$ cat src/rtl/ex_stage_div_if.sv
// ============================================================================
//  Module      : ex_stage_div_if
//  Description : ID->EX->MEM handshake, bundles and data SRAM request port
//  Revision    : 1.0 - initial release
// ============================================================================
`default_nettype none

interface ex_stage_div_if;
    logic           ID_to_EX_valid;
    logic [150:0]   ID_EX_reg;
    logic           MEM_allow_in;
    logic           EX_allow_in;
    logic           EX_to_MEM_valid;
    logic [70:0]    EX_MEM_reg;
    logic           data_sram_en;
    logic [3:0]     data_sram_we;
    logic [31:0]    data_sram_addr;
    logic [31:0]    data_sram_wdata;

    // master: the surrounding pipeline (ID producer, MEM consumer)
    modport master (
        output ID_to_EX_valid, ID_EX_reg, MEM_allow_in,
        input  EX_allow_in, EX_to_MEM_valid, EX_MEM_reg,
        input  data_sram_en, data_sram_we, data_sram_addr, data_sram_wdata
    );

    modport slave (
        input  ID_to_EX_valid, ID_EX_reg, MEM_allow_in,
        output EX_allow_in, EX_to_MEM_valid, EX_MEM_reg,
        output data_sram_en, data_sram_we, data_sram_addr, data_sram_wdata
    );
endinterface

`default_nettype wire

$ cat src/rtl/ex_stage_div.sv
// ============================================================================
//  Module      : ex_stage_div
//  Description : EX stage with one-hot ALU, SRAM request and 32-cycle divider
//  Revision    : 1.0 - initial release
// ============================================================================
`default_nettype none

module ex_stage_div (
    input  logic            clk,
    input  logic            reset,
    ex_stage_div_if.slave   bus
);

    typedef enum logic [1:0] {
        S_IDLE = 2'd0,
        S_BUSY = 2'd1,
        S_DONE = 2'd2
    } div_state_t;

    logic           r_ex_valid;
    logic [31:0]    r_pc;
    logic [11:0]    r_alu_op;
    logic [31:0]    r_src1;
    logic [31:0]    r_src2;
    logic [2:0]     r_div_op;
    logic           r_mem_we;
    logic [31:0]    r_rkd;
    logic           r_gr_we;
    logic [4:0]     r_dest;
    logic           r_res_from_mem;

    div_state_t     r_state;
    div_state_t     w_state_nxt;
    logic [4:0]     r_count;
    logic [31:0]    r_rem;
    logic [31:0]    r_quo;
    logic [31:0]    r_dvs;
    logic           r_neg_q;
    logic           r_neg_r;

    logic           w_ready_go;
    logic           w_allow_in;
    logic           w_sram_en;
    logic           w_div_start;
    logic           w_s1_neg;
    logic           w_s2_neg;
    logic [31:0]    w_abs1;
    logic [31:0]    w_abs2;
    logic [32:0]    w_shift;
    logic [32:0]    w_diff;
    logic           w_sub_ok;
    logic [31:0]    w_quo_final;
    logic [31:0]    w_rem_final;
    logic [31:0]    w_div_res;
    logic [4:0]     w_sh;
    logic [31:0]    w_sra;
    logic [31:0]    w_alu_res;
    logic [31:0]    w_result;

    // ------------------------------------------------------------------
    // Handshake
    // ------------------------------------------------------------------
    assign w_ready_go = !r_div_op[0] || (r_state == S_DONE);
    assign w_allow_in = !r_ex_valid || (w_ready_go && bus.MEM_allow_in);

    always_ff @(posedge clk) begin
        if (reset) begin
            r_ex_valid <= 1'b0;
        end else if (w_allow_in) begin
            r_ex_valid <= bus.ID_to_EX_valid;
        end
    end

    always_ff @(posedge clk) begin
        if (w_allow_in && bus.ID_to_EX_valid) begin
            r_pc           <= bus.ID_EX_reg[150:119];
            r_alu_op       <= bus.ID_EX_reg[118:107];
            r_src1         <= bus.ID_EX_reg[106:75];
            r_src2         <= bus.ID_EX_reg[74:43];
            r_div_op       <= bus.ID_EX_reg[42:40];
            r_mem_we       <= bus.ID_EX_reg[39];
            r_rkd          <= bus.ID_EX_reg[38:7];
            r_gr_we        <= bus.ID_EX_reg[6];
            r_dest         <= bus.ID_EX_reg[5:1];
            r_res_from_mem <= bus.ID_EX_reg[0];
        end
    end

    // ------------------------------------------------------------------
    // ALU: AND-OR of one-hot selected operations
    // ------------------------------------------------------------------
    assign w_sh  = r_src2[4:0];
    assign w_sra = $unsigned($signed(r_src1) >>> w_sh);

    always_comb begin
        w_alu_res = '0;
        if (r_alu_op[0])  w_alu_res = w_alu_res | (r_src1 + r_src2);
        if (r_alu_op[1])  w_alu_res = w_alu_res | (r_src1 - r_src2);
        if (r_alu_op[2])  w_alu_res = w_alu_res | {31'd0, $signed(r_src1) < $signed(r_src2)};
        if (r_alu_op[3])  w_alu_res = w_alu_res | {31'd0, r_src1 < r_src2};
        if (r_alu_op[4])  w_alu_res = w_alu_res | (r_src1 & r_src2);
        if (r_alu_op[5])  w_alu_res = w_alu_res | ~(r_src1 | r_src2);
        if (r_alu_op[6])  w_alu_res = w_alu_res | (r_src1 | r_src2);
        if (r_alu_op[7])  w_alu_res = w_alu_res | (r_src1 ^ r_src2);
        if (r_alu_op[8])  w_alu_res = w_alu_res | (r_src1 << w_sh);
        if (r_alu_op[9])  w_alu_res = w_alu_res | (r_src1 >> w_sh);
        if (r_alu_op[10]) w_alu_res = w_alu_res | w_sra;
        if (r_alu_op[11]) w_alu_res = w_alu_res | r_src2;
    end

    // ------------------------------------------------------------------
    // Divider control
    // ------------------------------------------------------------------
    assign w_div_start = (r_state == S_IDLE) && r_ex_valid && r_div_op[0];

    always_ff @(posedge clk) begin
        if (reset) begin
            r_state <= S_IDLE;
        end else begin
            r_state <= w_state_nxt;
        end
    end

    always_comb begin
        w_state_nxt = r_state;
        case (r_state)
            S_IDLE: if (r_ex_valid && r_div_op[0]) w_state_nxt = S_BUSY;
            S_BUSY: if (r_count == 5'd31)          w_state_nxt = S_DONE;
            S_DONE: if (bus.MEM_allow_in)          w_state_nxt = S_IDLE;
            default:                               w_state_nxt = S_IDLE;
        endcase
    end

    // ------------------------------------------------------------------
    // Divider datapath: restoring division on magnitudes
    // ------------------------------------------------------------------
    assign w_s1_neg = r_div_op[1] && r_src1[31];
    assign w_s2_neg = r_div_op[1] && r_src2[31];
    assign w_abs1   = w_s1_neg ? (32'd0 - r_src1) : r_src1;
    assign w_abs2   = w_s2_neg ? (32'd0 - r_src2) : r_src2;

    assign w_shift  = {r_rem, r_quo[31]};
    assign w_diff   = w_shift - {1'b0, r_dvs};
    assign w_sub_ok = !w_diff[32];

    always_ff @(posedge clk) begin
        if (reset) begin
            r_count <= '0;
        end else if (w_div_start) begin
            r_count <= '0;
            r_rem   <= '0;
            r_quo   <= w_abs1;
            r_dvs   <= w_abs2;
            r_neg_q <= w_s1_neg ^ w_s2_neg;
            r_neg_r <= w_s1_neg;
        end else if (r_state == S_BUSY) begin
            r_count <= r_count + 5'd1;
            // A kept remainder is below the divisor, so bit 32 is always zero
            r_rem   <= w_sub_ok ? w_diff[31:0] : w_shift[31:0];
            r_quo   <= {r_quo[30:0], w_sub_ok};
        end
    end

    // Divide-by-zero bypasses the sign fix-up entirely
    assign w_quo_final = (r_src2 == 32'd0) ? 32'hFFFF_FFFF
                       : (r_neg_q ? (32'd0 - r_quo) : r_quo);
    assign w_rem_final = (r_src2 == 32'd0) ? r_src1
                       : (r_neg_r ? (32'd0 - r_rem) : r_rem);
    assign w_div_res   = r_div_op[2] ? w_rem_final : w_quo_final;
    assign w_result    = r_div_op[0] ? w_div_res : w_alu_res;

    // ------------------------------------------------------------------
    // Outputs
    // ------------------------------------------------------------------
    assign w_sram_en = r_ex_valid && (r_mem_we || r_res_from_mem) && bus.MEM_allow_in;

    assign bus.EX_allow_in     = w_allow_in;
    assign bus.EX_to_MEM_valid = r_ex_valid && w_ready_go;
    assign bus.EX_MEM_reg      = {r_pc, r_gr_we, r_dest, w_result, r_res_from_mem};
    assign bus.data_sram_en    = w_sram_en;
    assign bus.data_sram_we    = {4{w_sram_en && r_mem_we}};
    assign bus.data_sram_addr  = w_alu_res;
    assign bus.data_sram_wdata = r_rkd;

endmodule

`default_nettype wire

$ cat src/flat_wrapper.sv
// flat-port wrapper written by rule: the top's interface ports become plain ports
module ex_stage_div_flat 
  (clk, reset, bus_ID_to_EX_valid, bus_ID_EX_reg, bus_MEM_allow_in, bus_EX_allow_in, bus_EX_to_MEM_valid, bus_EX_MEM_reg, bus_data_sram_en, bus_data_sram_we, bus_data_sram_addr, bus_data_sram_wdata);
  ex_stage_div_if bus_i ();
  input  logic clk;
  input  logic reset;
  input wire logic [$bits(bus_i.ID_to_EX_valid)-1:0] bus_ID_to_EX_valid;
  input wire logic [$bits(bus_i.ID_EX_reg)-1:0] bus_ID_EX_reg;
  input wire logic [$bits(bus_i.MEM_allow_in)-1:0] bus_MEM_allow_in;
  output wire logic [$bits(bus_i.EX_allow_in)-1:0] bus_EX_allow_in;
  output wire logic [$bits(bus_i.EX_to_MEM_valid)-1:0] bus_EX_to_MEM_valid;
  output wire logic [$bits(bus_i.EX_MEM_reg)-1:0] bus_EX_MEM_reg;
  output wire logic [$bits(bus_i.data_sram_en)-1:0] bus_data_sram_en;
  output wire logic [$bits(bus_i.data_sram_we)-1:0] bus_data_sram_we;
  output wire logic [$bits(bus_i.data_sram_addr)-1:0] bus_data_sram_addr;
  output wire logic [$bits(bus_i.data_sram_wdata)-1:0] bus_data_sram_wdata;
  assign bus_i.ID_to_EX_valid = bus_ID_to_EX_valid;
  assign bus_i.ID_EX_reg = bus_ID_EX_reg;
  assign bus_i.MEM_allow_in = bus_MEM_allow_in;
  assign bus_EX_allow_in = bus_i.EX_allow_in;
  assign bus_EX_to_MEM_valid = bus_i.EX_to_MEM_valid;
  assign bus_EX_MEM_reg = bus_i.EX_MEM_reg;
  assign bus_data_sram_en = bus_i.data_sram_en;
  assign bus_data_sram_we = bus_i.data_sram_we;
  assign bus_data_sram_addr = bus_i.data_sram_addr;
  assign bus_data_sram_wdata = bus_i.data_sram_wdata;
  ex_stage_div u_core (.clk(clk), .reset(reset), .bus(bus_i));
endmodule
$ cat config.mk
export PLATFORM = sky130hd
export DESIGN_NAME = ex_stage_div_flat
export DESIGN_NICKNAME = d
export VERILOG_FILES = /design/src/rtl/ex_stage_div_if.sv /design/src/rtl/ex_stage_div.sv /design/src/flat_wrapper.sv
export SDC_FILE = /design/constraint.sdc
export NUM_CORES = 1
export LEC_CHECK = 0
export BUFFER_PORTS_ARGS = -buffer_cell sky130_fd_sc_hd__buf_4
export CAP_MARGIN = 30
export CORE_MARGIN = 2
export CORE_UTILIZATION = 30
export DETAILED_ROUTE_END_ITERATION = 7
export HOLD_SLACK_MARGIN = 0.15
export PLACE_DENSITY = 0.51
export SYNTH_ARGS = -nofsm -noshare
export SYNTH_HDL_FRONTEND = slang
export SYNTH_SLANG_ARGS = --single-unit
$ cat constraint.sdc
create_clock -name clk -period 7.5 [get_ports clk]
set_input_delay 0.375 -clock clk [delete_from_list [all_inputs] [get_ports clk]]
set_output_delay 0.375 -clock clk [all_outputs]
set_load 0.01 [all_outputs]
==> metrics.cfg <==
[route]
ant_nets=0
routedWlPerCell_um=27.48
wl_um=109900
drt-initial-drc-count=3107
drc_errors=1
first_pass_iters=8
via_per_inst=5.811
vias=23226

[placed_design]
post-dp-hpwl_um=82890
dpl_cell_area_um2=26200
place.gp.congestion=1.047
dp.cells=3779
dpl_worst_slack_ns=2.278
io_buffers=296

[power]
netSwitchingFraction_pct=35.60
pwr_density_cell_nw_per_um2=177.4
intPower_mw=3.299
ir_drop_v=0.0001710
power.total_mw=5.122
p_switching_mw=1.824
clockPowerShare_pct=32.5
p_leak_nw=11.50
seqPwrFrac_pct=35.0
power_frac_comb_pct=32.5

[outcome]
outcome=finished with violations
failed_checks=design-rule violations

[finish]
area_growth_pct=25.35
nets=3235
final_area_um2=28870
layout-drive-gt1-share_pct=17.30
finalNonFillerCells=3997
multi_input_area_um2=14080
nFillCells=7689
register_area_um2=7637

[timing]
setup_viol=0
period_minus_slack_ns=6.149
fin_ws_ns=1.351
maxSlewViolCount=0
tns_ns=0
max-slew-margin-rel_pct=28.03
worstMarginPinSlew_ns=1.068
max_freq_mhz=162.6
rsz0062_at_grt=false
hold_violations=0
fin_worst_skew_ns=0.04070
min_period_over_period_pct=81.98

[clock_tree]
cts_made_buffers=35
cts_buffer_depth=3
insertion_delay_ns=0.58
ctsHoldBuffers=155
cts_root_buffer=clkbuf_16
post_cts_buffers=0
clk_pin_slew_ns=0.05
htreeDepth=2
cts_tree=done
ctsResizeCount=0
cts.sinks=257

[floorplan]
die_x_um=281.1
start_util_pct=30.33
rows=101
fp.coreArea_um2=75950
ios=297
die_h_um=281.1
die_area_um2=79010

[logic_synthesis]
async_flop_share_pct=0
synthCells=2588
syn_avg_cell_area_um2=8.900
yosysMostFrequentCell=edfxtp_1
yosysSeqAreaShare_pct=33.16
ys_types=82
synthTopCellsByCount=edfxtp_1 (249), nor2_1 (235), nand2_1 (227), o21ai_0 (190), a21oi_1 (182)
syn-num-nets=2881
ys.flop_type=edfxtp_1
synth_edf_count=249
synth_area_um2=23030
synth_area_leaders=edfxtp_1 (32%), ha_1 (7.3%), xnor2_1 (5.3%)
synth_warnings=0
synth_top_area_share_pct=32.46
ys_seq_elements=257
synth.largest_area_cell=edfxtp_1

[global_route]
grt_pass1_vias=22269
grt_start_max_net_pins=67
grt_pass1_wl_um=157600
overflow=0
grt_usage_pct=27.18
grt_antenna_before_repair=4

[hold_path]
hold_path.class=in2reg

[worst_setup_path]
path_cells=inv_1 -> ha_1 -> fa_1 -> nor2_1 -> o311ai_0 -> a21oi_1 -> a21oi_1 -> o21a_1 -> o21ai_0 -> nand2_1 -> o221a_2 -> o21ai_0 -> a21o_1 -> buf_4
setup.worst_path.start_class=flip-flop
critPathArrivalTime_ns=5.77
crit_required_ns=7.12
critPathKind=reg2out
slowest_stage=o21ai_0
cp_max_fo=8
endpoint_kind=primary output
slowest_delay_ns=0.73

[run]
max-cap-violations=0

## power by group through the flow
stage | Sequential, mW | Combinational [mW] | Clock (mW)
global placement | 1.81 | 1.55 | 0
CTS | 1.79 | 1.63 | 1.71
floorplan | 1.79 | 0.948 | 0
detailed placement | 1.82 | 1.55 | 0
global route | 1.80 | 1.77 | 1.76
finish | 1.79 | 1.66 | 1.66
## critical path: cells and delay by family (launching register included)
kind / cells / cell delay, ns
fa+ha+maj: 2 / 0.71
compound gates: 8 / 3.08
flops: 1 / 0.66
simple gates: 2 / 0.31
buf+inv: 2 / 0.45
## metal layers
metal  part of all wire [%]  global-route usage (%)  wire [um]  vias to the layer above
met3                     10                   5.611      11400                      222
met4                    4.4                   10.41       4853                        2
met1                     42                   37.45      45970                    11316
met5                  0.010                       0         11                        -
li1                       -                       -          -                    10303
met2                     43                   41.56      47620                     1383
## cells by family after synthesis
| logic type | share of synthesized area, % |
|---|---|
| mux | 9.892 |
| fa+ha+maj | 7.595 |
| buf+inv | 5.856 |
| flops | 33.16 |
| simple gates | 14.59 |
| compound gates | 21.76 |
| xor+xnor | 7.144 |
## flip-flops by register name, indices dropped and copies added, names as in the netlist
signal and cells:
u_core.r_alu_op 12, u_core.r_div_op 3, u_core.r_res_from_mem 1, u_core.r_gr_we 1, u_core.bus.data_sram_wdata 32, u_core.r_src2 32
u_core.r_count 5, u_core.r_state 2, u_core.r_src1 32, u_core.r_mem_we 1, u_core.r_quo 32, u_core.r_ex_valid 1
u_core.r_neg_q 1, u_core.r_rem 32, u_core.r_pc 32, u_core.r_dvs 32, u_core.r_neg_r 1, u_core.r_dest 5
## layout by cell type, fill, tap and decap left out, types with 10 or more instances in the layout
master and count:
a221o_1 11, a21o_1 40, xnor2_1 139, nor4_1 12
o41ai_1 17, o2111ai_1 10, a22oi_1 15, mux4_2 30
a31oi_1 28, o21bai_1 11, edfxtp_1 249, ha_1 135
nor2b_1 17, or4_1 10, o31ai_1 38, clkbuf_16 35
buf_4 347, nor2_1 232, mux2i_1 114, mux2_2 41
or3_1 10, a211oi_1 28, a21oi_1 182, nand4_1 22
o211ai_1 28, xor2_1 47, o21ai_0 190, o21a_1 17
nand2b_1 30, a222oi_1 27, nor3_1 61, and3_1 17
a221oi_1 20, dlygate4sd3_1 155, nand3_1 55, nand2_1 227
inv_1 140
## through the flow
stage	hold slack (ns)	util, %
2_1_floorplan	0.4739	-
3_3_place_gp	0.5124	34.44
3_5_place_dp	0.5254	34.50
4_1_cts	0.1642	38.00
5_1_grt	0.1867	38.01
6_report	0.1828	38.01
## final timing paths
| path | slack [ns] | cells after the start | to | startpoint |
|---|---|---|---|---|
| worst max register to register | 3.03 | 12 | u_core.r_rem[29] | u_core.r_rem[4] |
| worst max-delay path | 1.35 | 14 | bus_EX_MEM_reg[29] | u_core.r_src1[0] |
| worst min register to register | 0.53 | 2 | u_core.r_count[4] | u_core.r_count[4] |
| worst min-delay path | 0.18 | 4 | u_core.r_state[1] | bus_MEM_allow_in |
## cell type report
type                            instances  area share [%]
Clock buffer                           40           3.099
Timing Repair Buffer                  506           14.57
Tap cell                             1030           4.464
Sequential cell                       257           26.45
Antenna cell                            1        0.008667
Clock inverter                         21          0.7497
Multi-Input combinational cell       1998           48.78
Inverter                              144           1.872
Power figures use the tool's default switching activity.
